[config.mk]
export PLATFORM = sky130hd
export DESIGN_NAME = logarithmic_afpm
export DESIGN_NICKNAME = d
export VERILOG_FILES = /design/src/rtl/afpm_pkg.sv /design/src/rtl/afpm_log_mul.sv /design/src/rtl/logarithmic_afpm.sv
export SDC_FILE = /design/constraint.sdc
export NUM_CORES = 1
export LEC_CHECK = 0
export CAP_MARGIN = 20
export CORE_MARGIN = 10
export CORE_UTILIZATION = 60
export CTS_CLUSTER_SIZE = 20
export DETAILED_ROUTE_END_ITERATION = 8
export MAX_ROUTING_LAYER = met4
export PLACE_DENSITY_LB_ADDON = 0.08
export RECOVER_POWER = 50
export SYNTH_ARGS = -nofsm -noshare
export SYNTH_HDL_FRONTEND = slang
export SYNTH_SLANG_ARGS = --single-unit
[constraint.sdc]
create_clock -name clk -period 6.7 [get_ports clk]
set_clock_uncertainty 0.15 [all_clocks]
set_input_delay 1.005 -clock clk [delete_from_list [all_inputs] [get_ports clk]]
set_output_delay 1.005 -clock clk [all_outputs]
set_load 0.03 [all_outputs]
[src/rtl/afpm_pkg.sv]
// Shared definitions for the logarithmic (Mitchell) FP16 multiplier:
// field widths, log-domain constants and the serial frame slot states.
package afpm_pkg;

  localparam int EXP_W = 5;
  localparam int MAN_W = 10;

  // Exponent bias (15) aligned to bit 10, removed from the log-domain sum
  localparam logic [15:0] BIAS_LOG = 16'h3C00;
  localparam logic [15:0] QNAN     = 16'h7E00;
  localparam logic [14:0] INF_MAG  = 15'h7C00;
  // Constant Mitchell error compensation used when LOG_CORR_EN is defined
  localparam logic [15:0] CORR_K   = 16'h0040;

  // Clock cycles spent in each serial slot
  localparam int SLOT_CYCLES = 2;

  typedef enum logic [2:0] {
    IN_LO  = 3'd0,
    IN_HI  = 3'd1,
    CALC   = 3'd2,
    OUT_LO = 3'd3,
    OUT_HI = 3'd4
  } slot_e;

endpackage

[src/rtl/afpm_log_mul.sv]
// Combinational FP16 multiply by Mitchell's logarithmic approximation:
// the biased exponent/mantissa fields are added as one fixed-point log value.
// Optional macro LOG_CORR_EN adds a constant error-compensation term to the sum.
module afpm_log_mul
  import afpm_pkg::*;
(
  input  logic [15:0] a_i,
  input  logic [15:0] b_i,
  output logic [15:0] r_o
);

  // Largest sum whose unbiased exponent is still <= 0 (underflow region)
  localparam logic [15:0] UFLOW_MAX = BIAS_LOG + 16'h03FF;
  localparam logic [15:0] OFLOW_MIN = {1'b0, INF_MAG};

  logic             sign;
  logic [EXP_W-1:0] expA, expB;
  logic [MAN_W-1:0] manA, manB;
  logic             aNan, bNan, aInf, bInf, aZero, bZero;
  logic [15:0]      logSum;
  logic [15:0]      unbiased;

  assign sign  = a_i[15] ^ b_i[15];
  assign expA  = a_i[14:10];
  assign expB  = b_i[14:10];
  assign manA  = a_i[9:0];
  assign manB  = b_i[9:0];
  assign aNan  = (expA == '1) && (manA != '0);
  assign bNan  = (expB == '1) && (manB != '0);
  assign aInf  = (expA == '1) && (manA == '0);
  assign bInf  = (expB == '1) && (manB == '0);
  // Subnormals are flushed, so any zero exponent counts as zero
  assign aZero = (expA == '0);
  assign bZero = (expB == '0);

`ifdef LOG_CORR_EN
  assign logSum = {1'b0, a_i[14:0]} + {1'b0, b_i[14:0]} + CORR_K;
`else
  assign logSum = {1'b0, a_i[14:0]} + {1'b0, b_i[14:0]};
`endif

  assign unbiased = logSum - BIAS_LOG;

  // Special cases take priority, then range-check the log-domain sum
  always_comb begin
    r_o = {sign, unbiased[14:0]};
    if (aNan || bNan || (aInf && bZero) || (bInf && aZero)) begin
      r_o = QNAN;
    end else if (aInf || bInf) begin
      r_o = {sign, INF_MAG};
    end else if (aZero || bZero) begin
      r_o = {sign, 15'h0000};
    end else if (logSum <= UFLOW_MAX) begin
      r_o = {sign, 15'h0000};
    end else if (unbiased >= OFLOW_MIN) begin
      r_o = {sign, INF_MAG};
    end
  end

endmodule

[src/rtl/logarithmic_afpm.sv]
// Tiny Tapeout wrapper for the Mitchell FP16 multiplier. Operands arrive
// low byte first on ui_in/uio_in, the product leaves on uo_out, all on a
// fixed free-running 5-slot frame with no handshake.
// Optional macro LOG_CORR_EN enables error compensation in afpm_log_mul.
module logarithmic_afpm
  import afpm_pkg::*;
(
  input  logic       clk,
  input  logic       rst,
  input  logic       ena,
  input  logic [7:0] ui_in,
  input  logic [7:0] uio_in,
  output logic [7:0] uo_out,
  output logic [7:0] uio_out,
  output logic [7:0] uio_oe
);

  localparam int SUB_W = (SLOT_CYCLES > 1) ? $clog2(SLOT_CYCLES) : 1;
  localparam logic [SUB_W-1:0] SUB_LAST = SUB_W'(SLOT_CYCLES - 1);

  slot_e            slotQ, slotD;
  logic [SUB_W-1:0] subQ, subD;
  logic [15:0]      opAQ, opAD;
  logic [15:0]      opBQ, opBD;
  logic [15:0]      resQ, resD;
  logic [7:0]       uoQ, uoD;
  logic [15:0]      product;
  logic             lastCycle;
  logic             unusedEna;

  assign unusedEna = ena;
  assign uio_out   = 8'h00;
  assign uio_oe    = 8'h00;
  assign uo_out    = uoQ;

  afpm_log_mul uMul (
    .a_i (opAQ),
    .b_i (opBQ),
    .r_o (product)
  );

  assign lastCycle = (subQ == SUB_LAST);

  // Slot sequencing, operand capture, result latch and output byte select
  always_comb begin
    slotD = slotQ;
    subD  = subQ + 1'b1;
    opAD  = opAQ;
    opBD  = opBQ;
    resD  = resQ;
    uoD   = uoQ;

    if (lastCycle) begin
      subD = '0;
      case (slotQ)
        IN_LO:   slotD = IN_HI;
        IN_HI:   slotD = CALC;
        CALC:    slotD = OUT_LO;
        OUT_LO:  slotD = OUT_HI;
        default: slotD = IN_LO;
      endcase
    end

    case (slotQ)
      IN_LO: begin
        if (lastCycle) begin
          opAD[7:0] = ui_in;
          opBD[7:0] = uio_in;
        end
      end
      IN_HI: begin
        if (lastCycle) begin
          opAD[15:8] = ui_in;
          opBD[15:8] = uio_in;
        end
      end
      CALC: begin
        if (subQ == '0) begin
          resD = product;
        end
      end
      default: ;
    endcase

    // The output register only moves on the edge that enters a new slot
    if (lastCycle) begin
      case (slotD)
        OUT_LO:  uoD = resD[7:0];
        OUT_HI:  uoD = resD[15:8];
        default: uoD = 8'h00;
      endcase
    end
  end

  // State and datapath registers with synchronous reset
  always_ff @(posedge clk) begin
    if (rst) begin
      slotQ <= IN_LO;
      subQ  <= '0;
      opAQ  <= '0;
      opBQ  <= '0;
      resQ  <= '0;
      uoQ   <= '0;
    end else begin
      slotQ <= slotD;
      subQ  <= subD;
      opAQ  <= opAD;
      opBQ  <= opBD;
      resQ  <= resD;
      uoQ   <= uoD;
    end
  end

endmodule

==> metrics.cfg, run 1 <==
[placement]
hpwl_mm = 5.82
numPortBuffers = 25
place.gp.congestion = 0.899
pre_cts_ws_ns = 3.11

[critical_path]
setup.worst_path.start = rst
slowest_stage = clkbuf_1
crit_chain = dlygate4sd3_1 -> clkbuf_1 -> nor2_1 -> a22o_1
cp_top_family = buffers and inverters
r2r_setup_slack_ns = 3.05
worstPathMaxFanout = 50
slowest_delay_ns = 1.55
cp_num_buf_inv = 2
worstReg2RegStart = opBQ[0]
startpoint_type = input pin
r2r-end = resQ[8]
r2r_cells = 14
critPathCaptureType = flip-flop
required_ns = 6.78
setup.worst_path.end = resQ[5]
crit_arrival_ns = 4.00
cp.depth = 4
critPathKind = input pin to flip-flop

[floorplanning]
io_pins = 43
core.rowCount = 27
core_region_area_sq_um = 5510
initial_core_util_pct = 61.7
die_area_sq_um = 9070
dieWidth_microns = 95.2
die_h_microns = 95.2

[synthesis]
ys_async_sr_fraction_pct = 0
avgSynthCellArea_sq_um = 8.05
synth_enable_flop_cells = 0
synthCells = 422
synth.top_cells.by_count = 80 x nand2_1, 61 x a21oi_1, 60 x dfxtp_1, 38 x nor2_1
yosys_warnings = 0
synth_flop_cell = dfxtp_1
synth-seq-cells = 60
synth_area_leaders = dfxtp_1 35%, a21oi_1 9.0%, nand2_1 8.8%
synthesis.area_sq_um = 3400
yosysMostFrequentCell = nand2_1
ys_types = 59
seq_area_frac_synth_pct = 35.4
synth_top_area_share_pct = 35.4
synth_top_area_cell = dfxtp_1

[clock_tree]
cts_resized = 0
cts_hold_buf = 0
cts-htree-levels = 3
clockBufferDepth = 2
path_clk_slew_ns = 0.06
cts_made_buffers = 9
cts_tree = done
cts_num_sinks = 60
insertion_delay_ns = 0.34
postCtsSetupRepairBufs = 0
cts-root-buf = clkbuf_8

[timing]
finalSetupViolations = 0
rsz0062_at_grt = false
worst_pin_slew_ns = 2.18
finalCritPeriodShare_pct = 58.5
max_freq_mhz = 255
hold_viol = 0
drv_slew = 51
setup_ws_ns = 2.78
relSlewSlack_pct = -45.2
min_period_ns = 3.92
setup_tns_ns = 0

[worst_hold_path]
worst_hold_path_type = flip-flop to flip-flop

[global_routing]
grt.total_usage_pct = 17.8
grt_antenna_before_repair = 0
grt_overflow = 0
grt_max_degree = 51
grt_pass1_vias = 2542
grt_pass1_wl_mm = 12.5

[drt]
wl_mm = 7.63
ant_nets = 0
drc = 0
firstDrtPassIters = 4
wire_per_inst_microns = 14.7
vias = 2869
via_per_inst = 5.54
drt_iter0_markers = 146

[status]
status = finished with violations
violations = max-capacitance violations, max-slew violations

[power]
p_leak_nw = 1.49
p_per_area_nw_per_um2 = 204
ir_drop_v = 0.000180

[final_layout]
drive_above_1_share_pct = 6.95
nets = 479
diodes = 0
area_delta_synth_final_pct = 10.9

[run]
max_cap_viol_count = 1

[cell families after synthesis]
family	count (synthesis)	synth area share [%]
AND/OR/NAND/NOR	168	23.4
AO/OA/AOI/OAI	112	20.7
flip-flops	60	35.4
buffers and inverters	39	6.85
adder cells (fa/ha/maj)	18	6.85
XOR/XNOR	16	4.35
multiplexers	8	2.40
other	1	0.110
[per-stage QoR]
step           utilization, %  cells  instance area, sq um  hold WS [ns]  total power, mW
2_1_floorplan               -    437                  3450         0.274            0.468
3_3_place_gp             65.4    503                  3600         0.288            0.488
3_5_place_dp             65.4    503                  3600         0.309            0.490
4_1_cts                  68.5    518                  3770         0.325            0.770
5_1_grt                  68.4    518                  3770         0.336            0.801
6_report                 68.4    518                  3770         0.320            0.770
[placed cells by master, fill, tap and decap left out, types with 4 or more instances in the layout]
master / n
nor2b_1: 4
conb_1: 16
xor2_1: 5
o21ai_1: 5
clkbuf_8: 11
nor2_1: 38
clkdlybuf4s50_1: 24
nand3_1: 9
inv_1: 5
a22o_1: 8
nand2_1: 80
nor4_1: 4
nor3_1: 6
mux2i_1: 7
ha_1: 17
xnor2_1: 10
a21oi_1: 61
a21o_1: 4
dfxtp_1: 60
o21ai_0: 10
[registers in the layout (all words and copies together) (netlist names)]
register	flops
resQ	16
uo_out	8
lastCycle	1
opBQ	16
opAQ	16
slotQ	3
[metal layers]
layer	vias to the layer above	part of all wire, %	track usage, %
met3	5	5.6	4.56
met5	-	0	-
met4	0	0.85	5.61
met1	1316	45	21.8
li1	1489	-	-
met2	59	48	28.0
[cell type report]
| type | count | area (sq um) |
|---|---|---|
| clock buffer | 13 | 159 |
| clock inverter | 2 | 10.0 |
| fill | 469 | 1740 |
| inverter | 5 | 18.8 |
| multi-input combinational | 338 | 2020 |
| sequential | 60 | 1200 |
| tap | 72 | 90.1 |
| timing repair buffer | 28 | 269 |
[where the power goes]
part | internal, mW | switching, mW | total, mW
clock network | 0.151 | 0.135 | 0.286
logic | 0.0386 | 0.0631 | 0.102
registers | 0.368 | 0.0134 | 0.382
[worst min path at each step]
stage                         from        to  slack [ns]  cells after the start
after CTS                 opAQ[15]  opAQ[15]        0.32                      2
after floorplan            resQ[1]   resQ[1]        0.27                      2
after detailed placement   resQ[0]   resQ[0]        0.31                      1
final                     opAQ[15]  opAQ[15]        0.32                      2
after global routing      opAQ[15]  opAQ[15]        0.34                      2
after global placement     resQ[1]   resQ[1]        0.29                      2
[worst register-to-register path, cell delays in order, from the launching register on]
cell       delay (ns)
dfxtp_1          0.40
ha_1             0.20
inv_1            0.06
fa_1             0.39
nand2b_1         0.18
a21oi_1          0.25
o21a_1           0.24
o21ai_0          0.15
nand2_1          0.16
inv_1            0.06
ha_1             0.24
nor4b_1          0.38
a2bb2oi_2        0.13
and4bb_1         0.31
a22o_1           0.26
No activity file was read; power rests on OpenSTA's default activity.
==> inputs of run 2 (changes only) <==
CORE_UTILIZATION = 50   (was 60)
clock period = 3.6 ns   (was 6.7 ns; I/O delays follow)
==> metrics.cfg, run 2 (synthesis gave the netlist of run 1 again) <==
[status]
status = finished clean

[global_routing]
use_met1_pct = 18.6  ; -3.2 points
met3_usage_pct = 3.17  ; -1.4 points
grt.total_usage_pct = 15.4  ; -2.4 points
grt_overflow = 0  ; unchanged
grt_util_met2_pct = 24.6  ; -3.4 points
grt-busiest-layer = met2
grt_pass1_vias = 2548  ; +0.24%
grt_antenna_before_repair = 0  ; unchanged
grt_max_degree = 32  ; -37%
grt_pass1_wl_mm = 12.4  ; -0.39%

[critical_path]
critPathKind = flip-flop to flip-flop
slowest_stage = ha_1
critPathCaptureType = flip-flop
cp_top_family = simple AND/OR/NAND/NOR gates
required_ns = 3.68  ; -3.10 ns
startpoint_type = flip-flop
crit_chain = ha_1 -> a21o_1 -> a21oi_1 -> a211o_1 -> nor4b_2 -> nor2_1 -> ha_1 -> nor4b_2 -> a2bb2oi_2 -> and4bb_2 -> a22o_1
cp_num_buf_inv = 0  ; -2
slowest_delay_ns = 0.37  ; -1.18 ns
worstPathMaxFanout = 8  ; -84%
crit_arrival_ns = 3.45  ; -0.55 ns

[final_layout]
fin_cells = 526  ; +1.5%
drive_above_1_share_pct = 7.57  ; +0.62 points
diodes = 0  ; unchanged
nets = 481  ; +0.42%
layout_common_cells = 80 x nand2_1, 60 x a21oi_1, 60 x dfxtp_1
top_regs = opAQ x16, opBQ x16, resQ x16
area_delta_synth_final_pct = 11.5
final_common_cell = nand2_1

[clock_tree]
postCtsSetupRepairBufs = 0  ; unchanged
clockBufferDepth = 2  ; unchanged
cts_num_sinks = 60  ; unchanged
cts_resized = 0  ; unchanged
cts-htree-levels = 3  ; unchanged
cts-root-buf = clkbuf_8
cts_tree = done
path_clk_slew_ns = 0.07  ; about the same
insertion_delay_ns = 0.33  ; about the same
cts_hold_buf = 0  ; unchanged
cts_made_buffers = 9  ; unchanged

[drt]
wire_per_inst_microns = 14.8  ; +0.52%
drt_iter0_markers = 114  ; -22%
via_per_inst = 5.45  ; -1.5%
drc = 0  ; unchanged
wl_mm = 7.79  ; +2.1%
firstDrtPassIters = 4  ; unchanged
vias = 2869  ; unchanged
ant_nets = 0  ; unchanged

[placement]
placedCellCount = 510  ; +1.4%
numPortBuffers = 25  ; unchanged
place.gp.congestion = 0.860  ; -4.3%
hpwl_mm = 6.11  ; +4.9%

[floorplanning]
die_area_sq_um = 10500  ; +16%
dieWidth_microns = 102  ; +7.5%
initial_core_util_pct = 52.6  ; -9.1 points
die_h_microns = 102  ; +7.5%
io_pins = 43  ; unchanged
core_region_area_sq_um = 6460  ; +17%
core.rowCount = 29  ; +7.4%

[timing]
min_period_ns = 3.37
max_freq_mhz = 296
relSlewSlack_pct = 43.5  ; +89 points
finalSetupViolations = 0  ; unchanged
finalCritPeriodShare_pct = 93.7
drv_slew = 0  ; -100%
setup_tns_ns = 0  ; unchanged
rsz0062_at_grt = false
worst_pin_slew_ns = 0.847  ; -1.33 ns
hold_viol = 0  ; unchanged

[run]
max_cap_viol_count = 0  ; -1

[power]
p_leak_nw = 1.49  ; about the same
total_power_mw = 1.41  ; +84%
p_per_area_nw_per_um2 = 373  ; +83%
ir_drop_v = 0.000272  ; +51%

[worst_hold_path]
worst_hold_path_type = flip-flop to flip-flop

-- run 2: cell count changes in the layout (fill, tap and decap cells not counted), sizes merged --
| cell | delta |
|---|---|
| clkdlybuf4s50 | -1 |
| clkbuf | +2 |
| buf | +1 |
| dlygate4sd3 | +1 |
-- run 2: metal layers --
metal | wire length [microns] | vias up | share of wire (%)
met4 | 113 | 0 | 1.5
li1 | - | 1489 | -
met2 | 3650 | 55 | 47
met3 | 266 | 11 | 3.4
met5 | 0 | - | 0
met1 | 3760 | 1314 | 48
-- run 2: power by group --
group	total (mW)	leakage (nW)	switching (mW)	internal (mW)
sequential	0.710	0.487	0.0247	0.685
combinational	0.190	0.920	0.119	0.0718
clock	0.513	0.0844	0.246	0.267
total	1.41	1.49	0.389	1.02
-- run 2: path summary, 6_finish.rpt --
check / start / to / slack [ns] / cells past startpoint
worst min register to register: resQ[1] / resQ[1] / 0.31 / 2
worst max-delay path: opAQ[3] / resQ[0] / 0.23 / 11
worst max register to register: opAQ[3] / resQ[0] / 0.23 / 11
worst min-delay path: resQ[1] / resQ[1] / 0.31 / 2
-- run 2: through the flow --
stage          utilization [%]  hold slack [ns]  worst slack, ns  instance area [sq um]
5_1_grt                   58.6            0.332          0.00907                   3790
6_report                  58.6            0.306            0.225                   3790
4_1_cts                   58.6            0.307           0.0829                   3780
3_3_place_gp              56.1            0.293            0.150                   3620
2_1_floorplan                -            0.274            0.413                   3450
3_5_place_dp              56.1            0.295           0.0769                   3620
-- run 2: tightest hold or removal path, stage by stage, from the launching register on --
cell and delay [ns]:
dfxtp_1 0.31, nand2_1 0.05, o31ai_1 0.05
-- run 2: final cells by class --
class	count	area (sq um)
Sequential cell	60	1200
Clock inverter	2	10.0
Tap cell	77	96.3
Clock buffer	14	153
Fill cell	629	2670
Timing Repair Buffer	30	280
Multi-Input combinational cell	338	2030
Inverter	5	18.8
